==> src/rtl/card_pkg.sv <==
// Shared constants, FSM state type and rank helpers for the card dealer.
package card_pkg;
  localparam int          NUM_RANKS = 13;
  localparam int          COPIES    = 4;
  localparam int          DECK_SIZE = 52;
  localparam logic [5:0]  RANK_NONE = 6'd63;
  localparam logic [15:0] LFSR_MASK = 16'hB400;

  typedef enum logic {IDLE, PROBE} state_t;

  // Blackjack points: A=1, 2..9 face value, 10/J/Q/K=10, blank=0.
  function automatic logic [3:0] rank_points(input logic [5:0] rank);
    logic [3:0] p;
    p = 4'd0;
    if (rank == 6'd0)       p = 4'd1;
    else if (rank <= 6'd8)  p = rank[3:0] + 4'd1;
    else if (rank <= 6'd12) p = 4'd10;
    return p;
  endfunction

  // Fold a 4-bit random nibble onto 0..12 (13..15 wrap to 0..2).
  function automatic logic [3:0] fold_rank(input logic [3:0] v);
    return (v >= 4'd13) ? v - 4'd13 : v;
  endfunction
endpackage

==> src/rtl/card_dealer_lfsr16.sv <==
// Free-running 16-bit Galois LFSR; a zero seed is swapped for 1 so it never locks up.
module lfsr16
  import card_pkg::*;
#(
  parameter logic [15:0] SEED = 16'hACE1
) (
  input  logic        clk,
  input  logic        reset,
  output logic [15:0] q
);
  localparam logic [15:0] INIT = (SEED == 16'h0000) ? 16'h0001 : SEED;

  // Shift right every cycle, folding the mask in when the outgoing bit is 1.
  always_ff @(posedge clk) begin
    if (reset)     q <= INIT;
    else if (q[0]) q <= (q >> 1) ^ LFSR_MASK;
    else           q <= q >> 1;
  end
endmodule

==> src/rtl/card_dealer.sv <==
// Single-deck card source: random start rank, linear probe to the next rank
// with copies left, registered rank/points/occupancy outputs.
module card_dealer
  import card_pkg::*;
#(
  parameter logic [15:0] SEED = 16'hACE1
) (
  input  logic       clk,
  input  logic       reset,
  input  logic       deal_req,
  input  logic       shuffle_req,
  output logic       card_valid,
  output logic [5:0] card_rank,
  output logic [3:0] card_points,
  output logic [5:0] cards_left,
  output logic       deck_empty,
  output logic       busy,
  output logic       deal_err
);
  logic [15:0] lfsr_q;
  state_t      state;
  logic [3:0]  cand;
  logic [2:0]  count [NUM_RANKS];

  lfsr16 #(.SEED(SEED)) u_lfsr (
    .clk  (clk),
    .reset(reset),
    .q    (lfsr_q)
  );

  // Deck counters and deal FSM; shuffle wins over everything in either state.
  always_ff @(posedge clk) begin
    if (reset) begin
      state       <= IDLE;
      cand        <= 4'd0;
      card_valid  <= 1'b0;
      card_rank   <= RANK_NONE;
      card_points <= 4'd0;
      cards_left  <= 6'(DECK_SIZE);
      deck_empty  <= 1'b0;
      busy        <= 1'b0;
      deal_err    <= 1'b0;
      for (int i = 0; i < NUM_RANKS; i++) count[i] <= 3'(COPIES);
    end else begin
      card_valid <= 1'b0;
      deal_err   <= 1'b0;
      if (shuffle_req) begin
        // Refill; a pending deal (if any) is abandoned without a card.
        state       <= IDLE;
        busy        <= 1'b0;
        card_rank   <= RANK_NONE;
        card_points <= 4'd0;
        cards_left  <= 6'(DECK_SIZE);
        deck_empty  <= 1'b0;
        for (int i = 0; i < NUM_RANKS; i++) count[i] <= 3'(COPIES);
      end else begin
        case (state)
          IDLE: begin
            if (deal_req) begin
              if (cards_left == 6'd0) begin
                deal_err <= 1'b1;
              end else begin
                cand  <= fold_rank(lfsr_q[3:0]);
                state <= PROBE;
                busy  <= 1'b1;
              end
            end
          end
          PROBE: begin
            if (count[cand] != 3'd0) begin
              count[cand] <= count[cand] - 3'd1;
              cards_left  <= cards_left - 6'd1;
              deck_empty  <= (cards_left == 6'd1);
              card_rank   <= {2'b00, cand};
              card_points <= rank_points({2'b00, cand});
              card_valid  <= 1'b1;
              busy        <= 1'b0;
              state       <= IDLE;
            end else begin
              // Rank exhausted: walk to the next one, wrapping K back to A.
              cand <= (cand == 4'd12) ? 4'd0 : cand + 4'd1;
            end
          end
          default: state <= IDLE;
        endcase
      end
    end
  end
endmodule
==> config.mk <==
export PLATFORM = sky130hd
export DESIGN_NAME = card_dealer
export DESIGN_NICKNAME = d
export VERILOG_FILES = /design/src/rtl/card_pkg.sv /design/src/rtl/card_dealer_lfsr16.sv /design/src/rtl/card_dealer.sv
export SDC_FILE = /design/constraint.sdc
export NUM_CORES = 1
export LEC_CHECK = 0
export ABC_AREA = 0
export CAP_MARGIN = 0
export CORE_UTILIZATION = 61
export CTS_BUF_LIST = sky130_fd_sc_hd__clkbuf_8
export DETAILED_ROUTE_END_ITERATION = 12
export PLACE_DENSITY = 0.82
export SLEW_MARGIN = 40
export SYNTH_ARGS = -nofsm -noshare
export SYNTH_HDL_FRONTEND = slang
export SYNTH_SLANG_ARGS = --single-unit
==> constraint.sdc <==
create_clock -name clk -period 3.8 [get_ports clk]
set_input_delay 1.14 -clock clk [delete_from_list [all_inputs] [get_ports clk]]
set_output_delay 1.14 -clock clk [all_outputs]
set_load 0.05 [all_outputs]
==> results of run 1 <==
registers in the layout, summed over array words and instances, names as in the netlist, named ones only:
| signal | cells |
|---|---|
| cards_left | 6 |
| state | 1 |
| card_points | 4 |
| cand | 4 |
| deck_empty | 1 |
| deal_err | 1 |
| count | 48 |
| busy | 1 |
| card_rank | 5 |
| u_lfsr.q | 16 |
| card_valid | 1 |
layout make-up:
cell class / instances / area share (%)
timing repair buffer: 30 / 6.32
clock buffer: 9 / 2.77
clock inverter: 7 / 1.09
inverter: 14 / 1.17
tap: 77 / 2.15
multi-input combinational: 218 / 34.6
sequential: 92 / 51.9
power groups by stage:
stage          sequential [mW]  clock, mW  combinational, mW
2_1_floorplan             1.13          0              0.143
3_3_place_gp              1.13          0              0.191
3_5_place_dp              1.13          0              0.195
4_1_cts                   1.10      0.585              0.196
5_1_grt                   1.11      0.628              0.215
6_report                  1.10      0.580              0.197
cells in the final DEF, fill, tap and decap left out, types with 2 or more instances in the layout:
cell,instances
o31ai_1,2
a211oi_1,3
mux2i_1,5
nand4_1,14
mux4_1,12
inv_6,2
or2_2,8
and3_1,4
ha_1,11
o211ai_1,6
clkinvlp_4,3
nand2_1,31
o21ai_0,5
nor3_1,3
dfxtp_1,44
nor2_1,44
buf_4,7
nor4_1,4
nor2b_1,8
or3_1,3
xnor2_1,7
a21oi_1,9
nand2b_1,6
edfxtp_1,48
clkdlybuf4s50_1,23
a221oi_1,4
nand3_1,15
mux2_2,2
clkbuf_8,9
inv_1,14
per-layer routing:
metal	vias up	global-route usage (%)	part of all wire [%]
met5	-	0	0
met4	0	7.86	1.3
met3	10	4.45	5.7
met2	93	37.0	49
met1	1261	31.5	43
li1	1290	-	-
Yosys cell counts (2+ instances only):
| library cell | instances |
|---|---|
| nand3_1 | 15 |
| mux4_1 | 12 |
| a221oi_1 | 4 |
| or2_2 | 8 |
| buf_2 | 4 |
| a211oi_1 | 3 |
| buf_6 | 2 |
| ha_1 | 11 |
| xnor2_1 | 7 |
| nand4_1 | 14 |
| mux2i_1 | 5 |
| nor4_1 | 5 |
| mux2_2 | 2 |
| or3_1 | 3 |
| o21ai_0 | 5 |
| dfxtp_1 | 44 |
| o31ai_1 | 2 |
| clkbuf_1 | 15 |
| nand2_1 | 31 |
| inv_1 | 14 |
| edfxtp_1 | 48 |
| nor2b_1 | 8 |
| nor3_1 | 3 |
| nand2b_1 | 6 |
| nor2_1 | 44 |
| a21oi_1 | 9 |
| o211ai_1 | 6 |
| and3_1 | 4 |
cells by family after synthesis:
kind of cell,count (synthesis)
XOR/XNOR,8
flip-flops,92
adder cells (fa/ha/maj),11
AND/OR/NAND/NOR,145
multiplexers,19
buffers and inverters,40
AO/OA/AOI/OAI,35
how the worst max path moves through the flow:
| stage | to | slack (ns) | depth (start not counted) |
|---|---|---|---|
| floorplan | count[0][0]$_SDFFCE_PN0P_ | 0.72 | 14 |
| global placement | count[12][2]$_SDFFCE_PN1P_ | 0.23 | 5 |
| detailed placement | count[12][2]$_SDFFCE_PN1P_ | 0.51 | 5 |
| CTS | count[15][1]$_DFFE_PP_ | 0.59 | 10 |
| global route | count[12][2]$_SDFFCE_PN1P_ | 0.43 | 11 |
| finish | count[12][2]$_SDFFCE_PN1P_ | 0.60 | 11 |
stage by stage:
| step | worst slack [ns] | hold WS [ns] |
|---|---|---|
| 6_report | 0.602 | 0.413 |
| 5_1_grt | 0.431 | 0.430 |
| 4_1_cts | 0.592 | 0.416 |
| 3_5_place_dp | 0.508 | 0.395 |
| 3_3_place_gp | 0.230 | 0.395 |
| 2_1_floorplan | 0.721 | 0.389 |
==> results.txt, run 1 <==
Outcome: completed
Total iterations of the first detailed-routing run: 5
Cell area power density: 420 nW/µm²
NetSw: 0.491 mW
Area of the multi-input gates: 1550 µm²
Hold endpoint: u_lfsr.q[5]$_SDFF_PP1_
EDFF count, synth: 48
Simple-Gate Fraction of Synth Area: 17.3%
Core Util, Final: 70.1%
R2R cell count: 11
ANT nets after route: 0
WP buf/inv: 2
Clock Skew: 0.0132 ns
Mux cell area share after synthesis: 9.52%
Largest net degree at the start of global routing: 29
Ys async rst share: 0%
Root Buffer Master: clkbuf_8
Initial Utilization: 63.8%
Largest family of logic cells by synthesized area: simple AND/OR/NAND/NOR gates
HP Class: flip-flop to flip-flop
Seq/Total Area, Yosys: 57.0%
Synth area leader: edfxtp_1
Reg power frac: 58.7%
Hold Fails Final Rpt: 0
Fin. max-slew vios: 0
Worst Setup Start Kind: flip-flop
CTS H-Tree Depth: 3
Worst R2R Setup Slack: 0.60 ns
Comb power frac: 10.5%
Total GRT Usage: 23.0%
Routed WL: 7.44 mm
Cts bufs inserted: 9
Placed Cells: 431
Hold_sp: u_lfsr.q[6]$_SDFF_PP1_
Post-CTS setup buffer count: 0
Avg Synthesized Cell Area: 11.6 µm²
Post-synth top area share: 35.4%
Synth Net Count: 365
Fill cells: 450
Critical R2R Capture: count[12][2]$_SDFFCE_PN1P_
# rows: 29
Mapped Area: 4080 µm²
Predominant post-synthesis flop cell: edfxtp_1
Synthesis-to-finish area growth: 9.79%
Detailed-route via count: 2,654
# nets final: 380
Clock-pin slew on the worst setup and hold paths: 0.09 ns
Endpoints failing setup: 0
Clock power frac: 30.8%
Fmax: 0.313 GHz
Final cell count without fillers: 447
Max Cap Viol: 0
CTS Hold Bufs: 0
Top Ports: 24
Clk_lat worst skew: 0.35 ns
DP Area: 4300 µm²
Critical path type: flip-flop to flip-flop
Die area: 7010 µm²
Max VDD drop: 319 µV
Cts repair resizes: 0
Internal Power: 1.39 mW
CP endpoint kind: flip-flop
Initial antenna violation count: 0
Main area contributors after synthesis: edfxtp_1 35%, dfxtp_1 22%, mux4_1 7.7%, nor2_1 4.1%, ha_1 3.4%
Reg area: 2320 µm²
Initial DRC count: 265
Tcrit/Tclk final: 84.2%
Seq cells post-synth: 92
Design area: 4470 µm²
Placeable Area: 6390 µm²
Worst slew margin: 47.0%
Total power: 1.88 mW
Hold Path Cell Cnt: 1
WP data arrival: 3.30 ns
CTS tree: done
Max incr delay on CP: 0.49 ns
Layout cell share with drive strength beyond 1: 9.46%
Net Sw Frac: 26.1%
Diodes inserted: 0
Fin crit period: 3.20 ns
Post-Synth XOR/XNOR Area: 1.72%
Worst-Margin Slew: 0.794 ns
Remaining routing DRC violations: 0
Top Family by Delay on Critical Path: simple AND/OR/NAND/NOR gates
Crit path cell chain: buf_4 -> mux4_1 -> mux2i_1 -> mux2i_1 -> inv_1 -> ha_1 -> ha_1 -> nand2b_1 -> nor2_4 -> nand4_1 -> or2_2
Netlist cell types: 44
Post-detail-place hpwl: 5.16 mm
# port buffers: 23
Crit-path max FO: 28
Grt total ovfl: 0
Height of the die: 83.7 µm
GP Congestion: 0.891
Clock buffer depth: 2
Sink Count: 92
Synth Area in Compound Gates: 5.80%
Synth Area in Adders: 3.38%
RSZ-0062 raised after global routing: false
Vias in the first global route: 2,511
Slowest-stage cell, CP: nor2_4
Yosys warning count: 0
Pleak: 1.60 nW
Critical path required time: 3.90 ns
Cells after synthesis: 350
Chip width: 83.7 µm
First-pass GRT wire length: 12.4 mm
Setup_tns: 0 ns
Vias per inst: 5.94
Avg WL per Cell: 16.6 µm
(Power assumes the default switching activity.)
==> run 2, diff against run 1 <==
clock period = 3 ns   (was 3.8 ns; I/O delays follow)
==> run 2 against run 1 <==
Against the previous run: register-to-register slack lost 0.56 ns; design area is 1.5% higher; largest cell class unchanged; highest routed layer unchanged; die area is the same; setup slack worse by 0.56 ns.
==> results.txt, run 2 (synthesis gave the netlist of run 1 again) <==
Crit path cell chain: buf_12 -> mux4_1 -> mux2i_1 -> mux2i_2 -> inv_1 -> ha_1 -> ha_2 -> nand2_1 -> o221a_2 -> a221oi_1
Cell area power density: 537 nW/µm²
Fin. max-slew vios: 0
Worst slew margin: 50.2%
Largest net degree at the start of global routing: 28
# rows: 29
Clk_lat worst skew: 0.35 ns
Clock Skew: 0.0135 ns
Root Buffer Master: clkbuf_8
Top flop regs: count (48), u_lfsr.q (16), cards_left (6)
Fin crit period: 2.96 ns
Max incr delay on CP: 0.60 ns
Critical path required time: 3.22 ns
Chip width: 83.7 µm
DP Area: 4340 µm²
Vias in the first global route: 2,672
Synthesis-to-finish area growth: 11.4%
Crit-path max FO: 12
Post-detail-place hpwl: 5.54 mm
Detailed-route via count: 2,740
Placeable Area: 6390 µm²
Initial antenna violation count: 0
Clock-pin slew on the worst setup and hold paths: 0.09 ns
HP Class: flip-flop to flip-flop
CTS H-Tree Depth: 3
Endpoints failing setup: 0
Hold Fails Final Rpt: 0
Height of the die: 83.7 µm
Design area: 4540 µm²
Critical path type: flip-flop to flip-flop
Top Ports: 24
Most common cell after layout, fill and taps aside: edfxtp_1
M1 WL: 3.18 mm
WL met3: 484 µm
GP Congestion: 0.869
Worst-Margin Slew: 0.745 ns
Total iterations of the first detailed-routing run: 5
Initial Utilization: 63.8%
First-pass GRT wire length: 12.9 mm
Most frequent cells in the layout: 48 x edfxtp_1, 44 x nor2_1, 44 x dfxtp_1
Fmax: 0.338 GHz
Max reg flops: 48
Top sig layer: met4
Die area: 7010 µm²
CTS Hold Bufs: 0
CP Depth: 10
Avg WL per Cell: 17.8 µm
Biggest register: count
Initial DRC count: 213
Sink Count: 92
WP buf/inv: 2
Grt total ovfl: 0
Total power: 2.44 mW
Max VDD drop: 438 µV
# nets final: 382
Remaining routing DRC violations: 0
Max Cap Viol: 0
RSZ-0062 raised after global routing: true
Top Family by Delay on Critical Path: multiplexers
Hold Path Cell Cnt: 1
Slowest-stage cell, CP: mux4_1
Total GRT Usage: 24.4%
Outcome: completed
Setup_tns: 0 ns
Met2 wire length: 4.15 mm
Diodes inserted: 0
Routed WL: 8.01 mm
Clock buffer depth: 2
R2R cell count: 10
# port buffers: 23
Pleak: 1.63 nW
ANT nets after route: 0
Worst Setup Start Kind: flip-flop
CTS tree: done
Hold WS: 0.414 ns
Vias per inst: 6.10
Cts bufs inserted: 9
WP data arrival: 3.18 ns
Tcrit/Tclk final: 98.6%
Layout cell share with drive strength beyond 1: 10.2%
CP endpoint kind: flip-flop
==> run 2: changes by cell type in the layout (fill, tap and decap cells not counted), sizes merged <==
cell,delta
bufinv,+1
clkinvlp,-1
buf,+2
==> run 2: worst paths after layout <==
check | from | endpoint | slack (ns)
max | flip-flop | cand[1]$_SDFFE_PP0N_ | 0.04
min | u_lfsr.q[7]$_SDFF_PP1_ | u_lfsr.q[6]$_SDFF_PP1_ | 0.41
max reg2reg | flip-flop | cand[1]$_SDFFE_PP0N_ | 0.04
min reg2reg | u_lfsr.q[7]$_SDFF_PP1_ | u_lfsr.q[6]$_SDFF_PP1_ | 0.41
==> run 2: per-layer routing <==
metal	up-vias	GRT usage, %
li1	1294	-
met1	1316	28.6
met2	107	42.5
met3	23	5.34
met4	0	12.0
met5	-	0
==> run 2: layout make-up <==
cell class,instances,area (µm²)
multi-input combinational,218,1560
timing repair buffer,32,323
clock buffer,9,124
tap,77,96.3
inverter,14,52.6
sequential,92,2320
fill,441,1850
clock inverter,7,60.1
==> run 2: per-stage QoR <==
step / cells / worst slack (ns) / utilization, %
floorplan: 350 / 0.0741 / -
global placement: 433 / 0.215 / 67.9
detailed placement: 433 / 0.113 / 67.9
CTS: 449 / 0.0902 / 70.8
global route: 449 / -0.0727 / 71.1
finish: 449 / 0.0421 / 71.1
==> run 2: report_power, final <==
part           switching, mW  internal, mW  total, mW
registers             0.0341          1.37       1.40
clock network          0.404         0.374      0.778
logic                  0.163        0.0971      0.260
total                  0.601          1.84       2.44
==> run 2: repair_timing <==
item | in CTS | in global routing
resized for setup | 0 | 3
endpoints found under the setup margin | 0 | 50
setup buffers | 0 | 0
